--- config.mk ---
export PLATFORM = sky130hd
export DESIGN_NAME = com_fifo_wr_arbiter
export DESIGN_NICKNAME = d
export VERILOG_FILES = /design/src/rtl/com_fifo_wr_arbiter.sv
export SDC_FILE = /design/constraint.sdc
export NUM_CORES = 1
export LEC_CHECK = 0
export ABC_AREA = 1
export CORE_AREA = 4 4 143 145
export CTS_BUF_LIST = sky130_fd_sc_hd__clkbuf_4 sky130_fd_sc_hd__clkbuf_8 sky130_fd_sc_hd__clkbuf_16
export DETAILED_ROUTE_END_ITERATION = 8
export DIE_AREA = 0 0 147 149
export PLACE_DENSITY = 0.63
export SYNTH_ARGS = -nofsm -noshare
export SYNTH_HDL_FRONTEND = slang
export SYNTH_SLANG_ARGS = --single-unit
--- constraint.sdc ---
create_clock -name wclk -period 6.9 [get_ports wclk]
set_input_delay 1.725 -clock wclk [delete_from_list [all_inputs] [get_ports wclk]]
set_output_delay 1.725 -clock wclk [all_outputs]
set_load 0.01 [all_outputs]
--- src/rtl/com_fifo_wr_arbiter.sv ---
// rtl/com_fifo_wr_arbiter.sv - round-robin Command FIFO write-port arbiter
// Owns registered winc/wdata, occupancy credit and the replay flush sequence.
module com_fifo_wr_arbiter #(
  parameter int NREQ  = 4,
  parameter int PKT_W = 64,
  parameter int DEPTH = 16
) (
  input  logic                   wclk,
  input  logic                   reset,
  input  logic [NREQ-1:0]        req_valid,
  input  logic [NREQ*PKT_W-1:0]  req_data,
  output logic [NREQ-1:0]        req_ready,
  input  logic                   fifo_wfull,
  output logic                   fifo_winc,
  output logic [PKT_W-1:0]       fifo_wdata,
  input  logic                   pop_done,
  input  logic                   replay_start,
  output logic                   replay_iter_flag,
  output logic                   flush_done,
  output logic [$clog2(DEPTH):0] level,
  output logic                   busy
);
  localparam int LW = $clog2(DEPTH) + 1;
  localparam int PW = (NREQ > 1) ? $clog2(NREQ) : 1;

  typedef enum logic [1:0] {RUN, DRAIN, FLUSH, DONE} state_t;

  state_t            state_q, state_d;
  logic [PW-1:0]     rr_ptr_q, rr_ptr_d;
  logic [LW-1:0]     level_q, level_d;
  logic              winc_q, winc_d;
  logic [PKT_W-1:0]  wdata_q, wdata_d;
  logic              iter_q, iter_d;
  logic              done_q, done_d;
  logic              can_acc, accept, pop_eff, found;
  logic [NREQ-1:0]   grant;
  logic [PW-1:0]     grant_idx;

  always_ff @(posedge wclk or negedge reset) begin
    if (!reset) state_q <= RUN;
    else        state_q <= state_d;
  end

  always_comb begin
    state_d = state_q;
    case (state_q)
      RUN:     if (replay_start) state_d = DRAIN;
      DRAIN:   state_d = FLUSH;
      FLUSH:   state_d = DONE;
      DONE:    state_d = RUN;
      default: state_d = RUN;
    endcase
  end

  // Round-robin search starting at rr_ptr_q, wrapping modulo NREQ.
  always_comb begin
    int            idx;
    logic [PW-1:0] idx_p;
    grant     = '0;
    grant_idx = '0;
    found     = 1'b0;
    idx       = 0;
    idx_p     = '0;
    for (int k = 0; k < NREQ; k++) begin
      idx   = (int'(rr_ptr_q) + k) % NREQ;
      idx_p = PW'(idx);
      if (!found && req_valid[idx_p]) begin
        found        = 1'b1;
        grant[idx_p] = 1'b1;
        grant_idx    = idx_p;
      end
    end
  end

  always_comb begin
    can_acc   = (state_q == RUN) && (level_q < LW'(DEPTH)) && !fifo_wfull;
    req_ready = (reset && can_acc) ? grant : '0;
    accept    = |req_ready;
    // Flush wipes the count, so pops landing in FLUSH must not be applied.
    pop_eff   = pop_done && (level_q != '0) && (state_q != FLUSH);

    if (state_q == FLUSH)       level_d = '0;
    else if (accept && !pop_eff) level_d = level_q + LW'(1);
    else if (!accept && pop_eff) level_d = level_q - LW'(1);
    else                         level_d = level_q;

    winc_d  = accept;
    wdata_d = accept ? req_data[int'(grant_idx)*PKT_W +: PKT_W] : wdata_q;

    if (accept) rr_ptr_d = (grant_idx == PW'(NREQ-1)) ? '0 : grant_idx + PW'(1);
    else        rr_ptr_d = rr_ptr_q;

    iter_d = (state_d == FLUSH);
    done_d = (state_d == DONE);
  end

  always_ff @(posedge wclk or negedge reset) begin
    if (!reset) begin
      rr_ptr_q <= '0;
      level_q  <= '0;
      winc_q   <= 1'b0;
      wdata_q  <= '0;
      iter_q   <= 1'b0;
      done_q   <= 1'b0;
    end else begin
      rr_ptr_q <= rr_ptr_d;
      level_q  <= level_d;
      winc_q   <= winc_d;
      wdata_q  <= wdata_d;
      iter_q   <= iter_d;
      done_q   <= done_d;
    end
  end

  assign fifo_winc        = winc_q;
  assign fifo_wdata       = wdata_q;
  assign replay_iter_flag = iter_q;
  assign flush_done       = done_q;
  assign level            = level_q;
  assign busy             = (state_q != RUN);

endmodule

==> summary.txt <==
Outcome
  – Outcome: complete, no violations

Drt
  – First-pass DRT Iterations: 6
  – Drt via density: 4.92
  – Detailed Route WL: 24600 um
  – Via count: 7064
  – DRC: 0
  – Antenna Violating Nets Remaining: 0
  – 1st-iter DRT viols: 396
  – DR WL/cell: 17.1 um

Pwr
  – Maximum VDD drop: 405 uV
  – Comb power frac: 0.713
  – P_sw: 2340 uW
  – P_int: 2170 uW
  – Sequential power share: 0.171
  – P per Cell Area: 475 nW/um^2
  – Clock share of power: 0.116
  – Final Power: 4500 uW
  – P_leak: 0.00434 uW
  – Sw frac: 0.519

Critical path
  – Critical path depth: 12
  – Largest stage delay, worst path: 0.52 ns
  – Reg2reg path depth: 15
  – Largest delay share family, worst path: buffers and inverters
  – Crit-path most repeated cell: nand2_1
  – CP max stage cell: clkdlybuf4s50_1
  – Reg2reg end: fifo_wdata[46]$_DFFE_PN0P_
  – Cell breakdown of the critical path: clkdlybuf4s50_1 -> inv_1 -> nand2_1 -> nand2_1 -> nand2_1 -> nand2_1 -> nor2_1 -> nand2_1 -> nand3_1 -> nand2_1 -> inv_1 -> clkdlybuf4s50_1
  – Crit-path max FO: 8
  – Startpoint types: input port
  – Buf+Inv Stages, Crit Path: 4
  – Critical path type: input port to primary output
  – Reg2reg setup slack: 3.06 ns
  – Critical path data arrival time: 3.86 ns
  – Worst setup EP type: primary output
  – CP required: 5.18 ns

Floorplan
  – Initial Util: 0.295
  – Ports: 342
  – Row count: 51
  – Die Y: 149 um
  – Die width: 147 um
  – Die ar.: 21900 sq um
  – Placeable core area: 19200 sq um

Min path
  – Hold path start: fifo_wdata[51]$_DFFE_PN0P_
  – WHS Path Cells: 2
  – Worst Hold Path EP: fifo_wdata[51]$_DFFE_PN0P_
  – Hold Path Class: register to register

Clocking
  – Resized Gates After CTS: 0
  – Hold_buf cts: 0
  – Clock Sinks: 76
  – Root Buffer: clkbuf_16
  – CTS Buf Count: 9
  – Clk slew on worst S/H paths: 0.06 ns
  – Worst-skew pair later-pin latency: 0.34 ns
  – Longest Clk Path Bufs: 2
  – TritonCTS clock tree: yes
  – Post-CTS Setup Inserts: 0
  – Htree depth: 3

Timing
  – Layout Skew: 0.00805 ns
  – RSZ-0062 raised after global routing: no
  – Max-slew violations: 0
  – Final setup viols: 0
  – Worst slew margin: 0.347
  – Crit path time final: 5.58 ns
  – Least-Margin Pin Slew: 0.980 ns
  – Setup TNS: 0 ns
  – Hold slack: 0.474 ns
  – Final hold violations: 0
  – Max frequency: 179 MHz
  – Part of the cycle the worst path needs: 0.809

Cells and area
  – Area of the multi-input gates: 3340 sq um
  – Register area: 1900 sq um
  – Commonest non-fill, non-tap cell in the layout: clkdlybuf4s50_1
  – Area Growth Syn to Fin: 67.2%
  – Share of layout cells above drive strength 1: 0.0358
  – Commonest cells after routing, fill and taps aside: 340 x clkdlybuf4s50_1, 336 x nand3_1, 313 x nand2_1
  – Nets: 1447
  – Fin cells: 1437
  – Fillers: 1947
  – Fin area: 9480 sq um
  – Antenna fix cells: 0

GRT
  – Number of global-route vias before repair: 6863
  – Global route overflow: 0
  – First-pass GRT wire length: 37800 um
  – GRT Total Usage: 0.215
  – Largest net degree at the start of global routing: 78
  – Initial antenna violation count: 0

Synthesis
  – Seq/Total Area, Yosys: 0.335
  – Syn nets: 1153
  – Syn. warnings: 0
  – Yosys cell types: 27
  – Syn Inst Count: 874
  – Mean Syn Cell Area: 6.49 sq um
  – #FFs+latches synth: 76
  – Mapped Area: 5670 sq um

Placement
  – Placer Congestion: 0.933
  – Placed cells: 1422
  – IO Port Bufs: 341
  – Detailed placement HPWL: 17600 um
  – Placement Cell Area: 9150 sq um

Job
  – Max cap viols: 0
[Yosys cell counts (all sizes together)]
master	number	area share
a21boi	5	0.0066
a21oi	8	0.0077
a31oi	1	0.0022
buf	57	0.057
clkbuf	12	0.0079
dfrtp	76	0.34
fa	1	0.0035
ha	13	0.029
inv	22	0.015
nand2	317	0.21
nand3	337	0.30
nand4	5	0.0055
nor2	9	0.0090
nor3	2	0.0018
o21ai	5	0.0044
xnor2	2	0.0031
xor2	2	0.0031
[cell families after synthesis]
family                     after synthesis  share of synthesized area
AOI/OAI and AO/OA                       19                     0.0210
xor gates and xnor gates                 4                    0.00618
adders and majority gates               14                     0.0322
buffers and inverters                   91                     0.0792
DFF                                     76                      0.335
and+or+nand+nor                        670                      0.526
[final cells by class]
type	instances	share of cell area
Timing Repair Buffer	352	0.369
Sequential cell	76	0.201
Tap cell	265	0.0350
Multi-Input combinational cell	707	0.353
Inverter	22	0.00871
Clock buffer	11	0.0267
Clock inverter	4	0.00766
[power groups by stage]
stage,sequential [uW],combinational [uW],clock [uW]
3_5_place_dp,773,3240,0
5_1_grt,796,3580,560
2_1_floorplan,844,2070,0
6_report,769,3210,524
3_3_place_gp,769,3240,0
4_1_cts,770,3260,539
[per-layer routing]
layer	part of all wire	wire length [um]	track usage
met1	0.41	10200	0.265
met2	0.47	11600	0.363
met4	0.026	634	0.0783
met3	0.087	2150	0.0605
met5	0	0	0
[tightest hold or removal path, delay by kind of cell (launching register included)]
family	cells	cell delay, ns
flip-flops	1	0.34
AND/OR/NAND/NOR	2	0.10
[registers in the layout (all words and copies together), names as in the netlist, named ones only]
register	count
state_q	2
replay_iter_flag	1
rr_ptr_q	1
fifo_winc	1
flush_done	1
level	5
fifo_wdata	64
[worst max path at each step]
stage,start,to,slack (ns)
after global placement,req_valid[3],req_ready[0],1.34
after detailed placement,req_valid[1],req_ready[0],1.33
after CTS,req_valid[1],req_ready[0],1.32
after floorplan,req_valid[1],req_ready[0],2.52
final,req_valid[0],req_ready[0],1.32
after global routing,req_valid[1],req_ready[0],1.13
[through the flow]
step,setup slack (ns),utilization
after floorplan,2.52,-
after global placement,1.34,0.476
after detailed placement,1.33,0.476
after CTS,1.32,0.493
after global routing,1.13,0.493
final,1.32,0.493
(Power assumes the default switching activity.)
